## config.mk

```make
export PLATFORM = sky130hd
export DESIGN_NAME = ysyx_24100005_ifu
export DESIGN_NICKNAME = d
export VERILOG_FILES = /design/src/rtl/ysyx_24100005_ifu.sv
export SDC_FILE = /design/constraint.sdc
export NUM_CORES = 1
export LEC_CHECK = 0
export CAP_MARGIN = 30
export CORE_UTILIZATION = 35
export CTS_BUF_LIST = sky130_fd_sc_hd__clkbuf_8
export CTS_CLUSTER_SIZE = 40
export DETAILED_ROUTE_END_ITERATION = 8
export PLACE_DENSITY = 0.65
export SETUP_SLACK_MARGIN = 0.3
export SLEW_MARGIN = 20
export SYNTH_ARGS = -nofsm -noshare
export SYNTH_HDL_FRONTEND = slang
export SYNTH_SLANG_ARGS = --single-unit
```

## constraint.sdc

```tcl
create_clock -name clk -period 9 [get_ports clk]
set_input_delay 1.8 -clock clk [delete_from_list [all_inputs] [get_ports clk]]
set_output_delay 1.8 -clock clk [all_outputs]
set_load 0.05 [all_outputs]
```

## src/rtl/ysyx_24100005_ifu.sv

```systemverilog
// Instruction fetch unit: owns the PC, issues one word fetch at a time and
// hands the instruction plus its PC downstream; redirects squash in-flight fetches.
module ysyx_24100005_ifu #(
  parameter logic [31:0] RESET_PC = 32'h8000_0000
) (
  input  logic        clk,
  input  logic        rst,
  output logic        imem_req_valid,
  output logic [31:0] imem_req_addr,
  input  logic        imem_req_ready,
  input  logic        imem_resp_valid,
  input  logic [31:0] imem_resp_data,
  input  logic        imem_resp_err,
  input  logic        redirect_valid,
  input  logic [31:0] redirect_pc,
  output logic        inst_valid,
  output logic [31:0] inst,
  output logic [31:0] inst_pc,
  output logic        inst_err,
  input  logic        inst_ready
);

  typedef enum logic [1:0] {
    REQ  = 2'd0,
    WAIT = 2'd1,
    OUT  = 2'd2
  } state_t;

  localparam logic [31:0] NOP = 32'h0000_0013;

  state_t      state_reg, state_next;
  logic [31:0] pc_reg, pc_next;
  logic        kill_reg, kill_next;
  logic [31:0] inst_reg, inst_next;
  logic [31:0] inst_pc_reg, inst_pc_next;
  logic        inst_err_reg, inst_err_next;
  logic        pc_misaligned;

  assign pc_misaligned  = (pc_reg[1:0] != 2'b00);
  assign imem_req_addr  = pc_reg;
  assign imem_req_valid = (state_reg == REQ) && !redirect_valid && !pc_misaligned && !rst;
  assign inst_valid     = (state_reg == OUT) && !redirect_valid;
  assign inst           = inst_reg;
  assign inst_pc        = inst_pc_reg;
  assign inst_err       = inst_err_reg;

  always_ff @(posedge clk or posedge rst) begin
    if (rst) begin
      state_reg    <= REQ;
      pc_reg       <= RESET_PC;
      kill_reg     <= 1'b0;
      inst_reg     <= 32'h0;
      inst_pc_reg  <= 32'h0;
      inst_err_reg <= 1'b0;
    end else begin
      state_reg    <= state_next;
      pc_reg       <= pc_next;
      kill_reg     <= kill_next;
      inst_reg     <= inst_next;
      inst_pc_reg  <= inst_pc_next;
      inst_err_reg <= inst_err_next;
    end
  end

  always_comb begin
    state_next    = state_reg;
    pc_next       = pc_reg;
    kill_next     = kill_reg;
    inst_next     = inst_reg;
    inst_pc_next  = inst_pc_reg;
    inst_err_next = inst_err_reg;
    unique case (state_reg)
      REQ: begin
        if (redirect_valid) begin
          pc_next = redirect_pc;
        end else if (pc_misaligned) begin
          // Misaligned PC never reaches memory; deliver a faulting nop instead.
          inst_next     = NOP;
          inst_pc_next  = pc_reg;
          inst_err_next = 1'b1;
          state_next    = OUT;
        end else if (imem_req_ready) begin
          state_next = WAIT;
        end
      end
      WAIT: begin
        if (imem_resp_valid) begin
          if (kill_reg || redirect_valid) begin
            kill_next  = 1'b0;
            state_next = REQ;
            if (redirect_valid) pc_next = redirect_pc;
          end else begin
            inst_next     = imem_resp_data;
            inst_pc_next  = pc_reg;
            inst_err_next = imem_resp_err;
            state_next    = OUT;
          end
        end else if (redirect_valid) begin
          // The stale response is still owed by memory; remember to drop it.
          pc_next   = redirect_pc;
          kill_next = 1'b1;
        end
      end
      OUT: begin
        if (redirect_valid) begin
          pc_next    = redirect_pc;
          state_next = REQ;
        end else if (inst_ready) begin
          pc_next    = pc_reg + 32'd4;
          state_next = REQ;
        end
      end
      default: state_next = REQ;
    endcase
  end

endmodule
```

==> Implementation_results.wiki, run 1 <==
{| class="wikitable"
! Metric !! Value
|-
| Async SR Flop Fraction || 1.00
|-
| Endpoints failing setup || 0
|-
| Cell at the root of the clock tree || sky130_fd_sc_hd__clkbuf_8
|-
| Antenna diode count || 0
|-
| Relative max-transition margin || 0.417
|-
| Status || finished, final reports clean
|-
| Last weighted congestion value of the routability-driven placer || 0.802
|-
| Half-perimeter wire length after placement || ~9300 um
|-
| Post-route DRC || 0
|-
| Setup repair after global routing missed its margin || false
|-
| Maximum root-to-sink buffer count || 2
|-
| Antenna Nets Post-Route || 0
|-
| Synthesized instance count || between 400 and 500
|-
| Class of the most critical hold timing path || flip-flop to flip-flop
|-
| Max FO, Critical Path || 53
|-
| CP Data Required Time || ~7.2 ns
|-
| Pins over their slew limit || 0
|-
| Summed instance area of the synthesized netlist || 4720 um2
|-
| Post_cts resized || 0
|-
| Clock slew at reported path FFs || 0.09 ns
|-
| Worst Setup End Kind || primary output
|-
| Fin nets || ~700
|-
| TNS Setup || 0 ns
|-
| Initial standard-cell utilization of the core || 0.358
|-
| Max-capacitance violation count || 0
|-
| Commonest register cell after synthesis || sky130_fd_sc_hd__dfrtp_1
|-
| Yosys reg bits || 100
|-
| Post-synthesis to final-layout area growth || 42.4%
|-
| Most used cells in the layout excluding fill and tap cells || sky130_fd_sc_hd__clkdlybuf4s50_1, sky130_fd_sc_hd__nand2_1, sky130_fd_sc_hd__dfrtp_1
|-
| Placed inst area || 6530 um2
|-
| Final std cells w/o fill || about 830
|-
| Final period util || 0.747
|-
| Hold Violations, Final || 0
|-
| Post-route cell area || between 6000 and 7000 um2
|-
| Wire length per cell after detailed routing || 16.3 um
|-
| Count of fill cells added during filler insertion || ~1,300
|-
| Clock tree sinks || 100
|-
| Core outline area || between 10,000 and 15,000 um2
|-
| Maximum achievable frequency || about 150 MHz
|-
| Total power consumption of the routed design || around 2.6 mW
|-
| FP Rows || 42
|-
| Most common cell after layout, fill and taps aside || sky130_fd_sc_hd__clkdlybuf4s50_1
|-
| Number of H-tree levels || 3
|-
| CTS Buf Count || 9
|-
| Pleak || 2.67 nW
|-
| Total power density per cell area || around 390 nW/um2
|-
| X dimension of the die || ~120 um
|-
| Die area || ~14,000 um2
|-
| Post-synth cell types || 55
|-
| CP arrival || 4.92 ns
|-
| Yosys Warn Count || 0
|-
| Vias per Instance || 5.17
|-
| Total number of vias || 4,272
|-
| Syn nets || 570
|-
| First-pass GRT wire length || 21,400 um
|-
| Number of iterations in the first detailed-routing pass || 5
|-
| Mean Syn Cell Area || ~9.5 um2
|-
| Startpoint-to-endpoint class of the critical path || primary input to primary output
|-
| Core occupancy in the finished layout || 0.509
|-
| Clock tree from TritonCTS || built
|-
| Count of flip-flops with a built-in enable after synthesis || 0
|-
| Number of hold-repair buffers added at the cts stage || 0
|-
| Vias in the first global route || a little over 4,000
|-
| Total congestion overflow || 0
|-
| Chip Height || around 120 um
|-
| Slew at the pin closest to its max-slew limit || about 0.87 ns
|-
| Initial drt markers || ~240
|-
| Maximum number of pins on one net before global-route repair || between 100 and 150
|-
| Source-to-sink clock delay at the later pin of the worst-skew pair || 0.38 ns
|-
| Cell Count Post-Placement || just over 800
|-
| Overall global routing resource usage || 0.197
|-
| Port Buffers || 169
|-
| Total wire length after detailed routing || about 13,000 um
|-
| Minimum clock period after layout || about 6.7 ns
|-
| Kind of start point of the critical path || primary input
|-
| Number of antenna violations at the first check in global routing || 0
|-
| Number of post-CTS setup repair buffers || 0
|-
| Final clock skew || between 0.01 and 0.015 ns
|-
| Io pins || 170
|-
| Sequential-to-total area share from yosys stat || 0.530
|-
| Fraction of final layout cells sized beyond drive strength 1 || 0.0952
|-
| Peak ir drop on the vdd network || between 200 and 250 uV
|}
## final cells by class
cell class / count / area (um2) / area share
Sequential cell: 100 / 2500 / 0.373
Multi-Input combinational cell: 357 / 2070 / 0.307
Timing Repair Buffer: 172 / 1730 / 0.258
Tap cell: 176 / 220 / 0.0328
Clock buffer: 10 / 138 / 0.0205
Clock inverter: 5 / 30.0 / 0.00447
Inverter: 7 / 28.8 / 0.00428
## power by group
part	switching (mW)	internal (mW)
Clock	0.155	0.105
Combinational	0.994	0.527
Sequential	0.194	0.631
Total	1.34	1.26
## kinds of logic after synthesis
logic type                 count (synthesis)  share of synthesized area
and+or+nand+nor                          200                      0.197
AOI/OAI and AO/OA                        122                      0.154
DFF                                      100                      0.530
buffers and inverters                     41                     0.0360
muxes                                     34                     0.0800
adders and majority gates                  1                    0.00265
## per-layer routing
metal | GRT usage | vias up | routed length (um)
met2 | 0.310 | 172 | 6160
met3 | 0.0497 | 14 | 908
met1 | 0.266 | 2026 | 6230
met5 | 0 | - | 0
li1 | - | 2060 | -
met4 | 0.0665 | 0 | 193
## worst max-delay path: stages
cell	delay, ns
sky130_fd_sc_hd__clkdlybuf4s50_1	0.48
sky130_fd_sc_hd__nor2_1	0.27
sky130_fd_sc_hd__nand2_1	0.56
sky130_fd_sc_hd__inv_2	0.84
sky130_fd_sc_hd__clkdlybuf4s50_1	0.96
## metrics by stage
| stage | hold slack, ns | setup slack, ns |
|---|---|---|
| after floorplan | 0.482 | 4.11 |
| after global placement | 0.462 | 2.35 |
| after detailed placement | 0.470 | 2.28 |
| after CTS | 0.491 | 2.25 |
| after global routing | 0.517 | 2.05 |
| final | 0.480 | 2.28 |
## final timing paths
kind	from	endpoint	slack (ns)	cells past startpoint
worst max-delay path	redirect_valid	inst_valid	2.28	5
worst min-delay path	inst[31]	inst[31]	0.48	2
worst max register to register	state_reg[0]	imem_req_addr[25]	5.90	6
worst min register to register	inst[31]	inst[31]	0.48	2
max in group asynchronous	rst	imem_req_addr[8]	6.04	3
min in group asynchronous	rst	state_reg[0]	1.87	2
## synthesized netlist by cell type (2+ instances only)
| cell | instances | area (um2) |
|---|---|---|
| sky130_fd_sc_hd__a21oi_1 | 27 | 135 |
| sky130_fd_sc_hd__a22oi_1 | 3 | 22.5 |
| sky130_fd_sc_hd__a211o_1 | 2 | 17.5 |
| sky130_fd_sc_hd__nand3b_1 | 2 | 15.0 |
| sky130_fd_sc_hd__nand3_2 | 2 | 20.0 |
| sky130_fd_sc_hd__clkbuf_1 | 25 | 93.8 |
| sky130_fd_sc_hd__a31oi_1 | 2 | 12.5 |
| sky130_fd_sc_hd__buf_4 | 2 | 15.0 |
| sky130_fd_sc_hd__mux2_2 | 30 | 338 |
| sky130_fd_sc_hd__nand4_1 | 15 | 93.8 |
| sky130_fd_sc_hd__nand3_1 | 11 | 55.1 |
| sky130_fd_sc_hd__o21ai_0 | 55 | 275 |
| sky130_fd_sc_hd__and2_1 | 3 | 18.8 |
| sky130_fd_sc_hd__nor4_1 | 2 | 12.5 |
| sky130_fd_sc_hd__buf_2 | 7 | 35.0 |
| sky130_fd_sc_hd__nor3_1 | 10 | 50.1 |
| sky130_fd_sc_hd__dfrtp_1 | 99 | 2480 |
| sky130_fd_sc_hd__inv_1 | 6 | 22.5 |
| sky130_fd_sc_hd__nor2_1 | 31 | 116 |
| sky130_fd_sc_hd__o22ai_1 | 12 | 75.1 |
| sky130_fd_sc_hd__a2bb2oi_1 | 5 | 43.8 |
| sky130_fd_sc_hd__nand2_1 | 107 | 402 |
| sky130_fd_sc_hd__and3_1 | 5 | 31.3 |
| sky130_fd_sc_hd__mux2i_1 | 4 | 40.0 |
Power figures use the tool's default switching activity.
==> run 2: changes to the inputs <==
clock period = 6.98 ns   (was 9 ns; I/O delays follow)
==> run 2 against run 1 <==
- cell count rose by 0.24%
- sequential share of layout area fell by 0.49 points
- sequential power rose by 29%
- global-route usage up 0.13 points
- clock power up 78%
- clock skew grew 0.0053 ns
- setup slack worse by 0.94 ns
- combinational power is 29% higher
- first-iteration DRC count decreased by 8.5%
- final area up 1.3%
- count of clock-buffer cells in the layout is the same
- largest power group unchanged
- critical path type unchanged
==> Implementation_results.wiki, run 2 (synthesized netlist as in run 1, its figures left out) <==
{| class="wikitable"
! Metric !! Value
|-
| Status || finished, final reports clean
|-
| Die area || 14,000 um2 (unchanged)
|-
| Antenna diode count || 0 (unchanged)
|-
| Slowest cell on the critical path || sky130_fd_sc_hd__clkdlybuf4s50_1
|-
| Final clock skew || 0.0176 ns (+0.00533 ns)
|-
| Total number of vias || 4,220 (-1.2%)
|-
| Core outline area || 13,200 um2 (unchanged)
|-
| Most used cells in the layout excluding fill and tap cells || sky130_fd_sc_hd__clkdlybuf4s50_1, sky130_fd_sc_hd__nand2_1, sky130_fd_sc_hd__dfrtp_1
|-
| Relative max-transition margin || 0.385 (-0.0315)
|-
| Endpoints failing setup || 0 (unchanged)
|-
| Most common cell after layout, fill and taps aside || sky130_fd_sc_hd__clkdlybuf4s50_1
|-
| Cell Count Post-Placement || 812 (+0.12%)
|-
| Area used by multi-input combinational logic || 2070 um2 (unchanged)
|-
| Worst-case hold slack || 0.485 ns (+0.00440 ns)
|-
| Post_cts resized || 0 (unchanged)
|-
| Initial standard-cell utilization of the core || 0.358 (unchanged)
|-
| Clock slew at reported path FFs || 0.10 ns (about the same)
|-
| Slew at the pin closest to its max-slew limit || 0.920 ns (+0.0471 ns)
|-
| Maximum root-to-sink buffer count || 2 (unchanged)
|-
| Count of fill cells added during filler insertion || 1,226 (-2.3%)
|-
| Overall global routing resource usage || 0.199 (+0.00135)
|-
| Last weighted congestion value of the routability-driven placer || 0.810 (+1.0%)
|-
| CP bufs+invs || 4 (+1)
|-
| FP Rows || 42 (unchanged)
|-
| Clock tree from TritonCTS || built
|-
| Peak per-stage delay on the critical path || 0.90 ns (-0.06 ns)
|-
| Max FO, Critical Path || 53 (unchanged)
|-
| X dimension of the die || 118 um (unchanged)
|-
| Post-route DRC || 0 (unchanged)
|-
| Final period util || 0.809
|-
| Clock tree sinks || 100 (unchanged)
|-
| Critical path's top delay family || buffers and inverters
|-
| Max-capacitance violation count || 0 (unchanged)
|-
| Final std cells w/o fill || 829 (+0.24%)
|-
| Fraction of final layout cells sized beyond drive strength 1 || 0.0980 (+0.00277)
|-
| Setup repair after global routing missed its margin || false
|-
| Number of post-CTS setup repair buffers || 0 (unchanged)
|-
| Class of the most critical hold timing path || flip-flop to flip-flop
|-
| Maximum achievable frequency || between 150 and 200 MHz
|-
| Wire length per cell after detailed routing || 16.3 um (about the same)
|-
| Total congestion overflow || 0 (unchanged)
|-
| Chip Height || 118 um (unchanged)
|-
| CTS Buf Count || 9 (unchanged)
|-
| Kind of start point of the critical path || primary input
|-
| Total area of sequential cells || 2500 um2 (unchanged)
|-
| Vias in the first global route || 4,156 (+0.61%)
|-
| Total power density per cell area || 512 nW/um2 (+32%)
|-
| Worst Setup End Kind || primary output
|-
| Vias per Instance || 5.09 (-1.5%)
|-
| Number of iterations in the first detailed-routing pass || 4 (-1)
|-
| Maximum number of pins on one net before global-route repair || 103 (unchanged)
|-
| Pleak || 2.72 nW (+1.7%)
|-
| Initial drt markers || 216 (-8.5%)
|-
| Pins over their slew limit || 0 (unchanged)
|-
| Port Buffers || 169 (unchanged)
|-
| Total wire length after detailed routing || 13,500 um (+0.19%)
|-
| Antenna Nets Post-Route || 0 (unchanged)
|-
| Fin nets || 720 (+0.14%)
|-
| Io pins || 170 (unchanged)
|-
| First-pass GRT wire length || 21,800 um (+1.8%)
|-
| Post-route cell area || 6810 um2 (+1.3%)
|-
| Number of antenna violations at the first check in global routing || 0 (unchanged)
|-
| Cell-by-cell trace of the critical path || clkdlybuf4s50_1 -> nor2_1 -> nand2_1 -> inv_2 -> buf_4 -> clkdlybuf4s50_1
|-
| Placed inst area || 6530 um2 (+0.12%)
|-
| Minimum clock period after layout || 5.65 ns
|-
| Post-synthesis to final-layout area growth || 44.2%
|-
| TNS Setup || 0 ns (unchanged)
|-
| Hold Violations, Final || 0 (unchanged)
|-
| CP Data Required Time || 5.58 ns (-1.62 ns)
|-
| Number of hold-repair buffers added at the cts stage || 0 (unchanged)
|-
| CP arrival || 4.25 ns (-0.67 ns)
|-
| Startpoint-to-endpoint class of the critical path || primary input to primary output
|-
| Source-to-sink clock delay at the later pin of the worst-skew pair || 0.39 ns (about the same)
|-
| Number of H-tree levels || 3 (unchanged)
|-
| Cell at the root of the clock tree || sky130_fd_sc_hd__clkbuf_8
|-
| Peak ir drop on the vdd network || 256 uV (+19%)
|-
| Most prevalent standard cell on the critical path || sky130_fd_sc_hd__clkdlybuf4s50_1
|-
| Half-perimeter wire length after placement || 9260 um (-0.78%)
|}
[run 2: final timing paths]
| kind | startpoint | endpoint | slack (ns) | cells past startpoint |
|---|---|---|---|---|
| min reg2reg | inst[15] | inst[15] | 0.48 | 2 |
| max in group asynchronous | rst | inst_pc[23] | 4.35 | 3 |
| min in group asynchronous | rst | inst_err | 1.46 | 2 |
| min | inst[15] | inst[15] | 0.48 | 2 |
| max reg2reg | state_reg[0] | imem_req_addr[25] | 4.12 | 7 |
| max | redirect_valid | inst_valid | 1.33 | 6 |
[run 2: worst register-to-register path, stage by stage (launching register included)]
cell	delay, ns
sky130_fd_sc_hd__dfrtp_1	0.48
sky130_fd_sc_hd__nor2_1	0.26
sky130_fd_sc_hd__nand2_1	0.59
sky130_fd_sc_hd__inv_2	0.17
sky130_fd_sc_hd__buf_4	0.45
sky130_fd_sc_hd__nand2_1	0.21
sky130_fd_sc_hd__or4_1	0.52
sky130_fd_sc_hd__nand4_1	0.11
[run 2: layout make-up]
class                      instances  area share
timing repair buffer             173       0.256
clock buffer                      10      0.0202
clock inverter                     6      0.0164
inverter                           7     0.00423
tap                              176      0.0323
sequential                       100       0.368
multi-input combinational        357       0.303
[run 2: per-layer routing]
metal | global-route usage | share of wire
met1 | 0.268 | 0.47
met2 | 0.309 | 0.45
met3 | 0.0454 | 0.061
met4 | 0.0793 | 0.020
met5 | 0 | 0
[run 2: per-stage QoR]
step	total power [mW]	worst slack, ns	util
after detailed placement	3.03	1.35	0.495
after CTS	3.50	1.35	0.514
final	3.49	1.33	0.516
after global routing	3.67	1.13	0.516
after global placement	2.99	1.44	0.495
after floorplan	2.36	2.89	-
[run 2: power by group]
| group | switching [mW] | internal (mW) | total, mW |
|---|---|---|---|
| clock network | 0.216 | 0.249 | 0.464 |
| registers | 0.247 | 0.813 | 1.06 |
| logic | 1.28 | 0.681 | 1.96 |
| total | 1.74 | 1.74 | 3.49 |
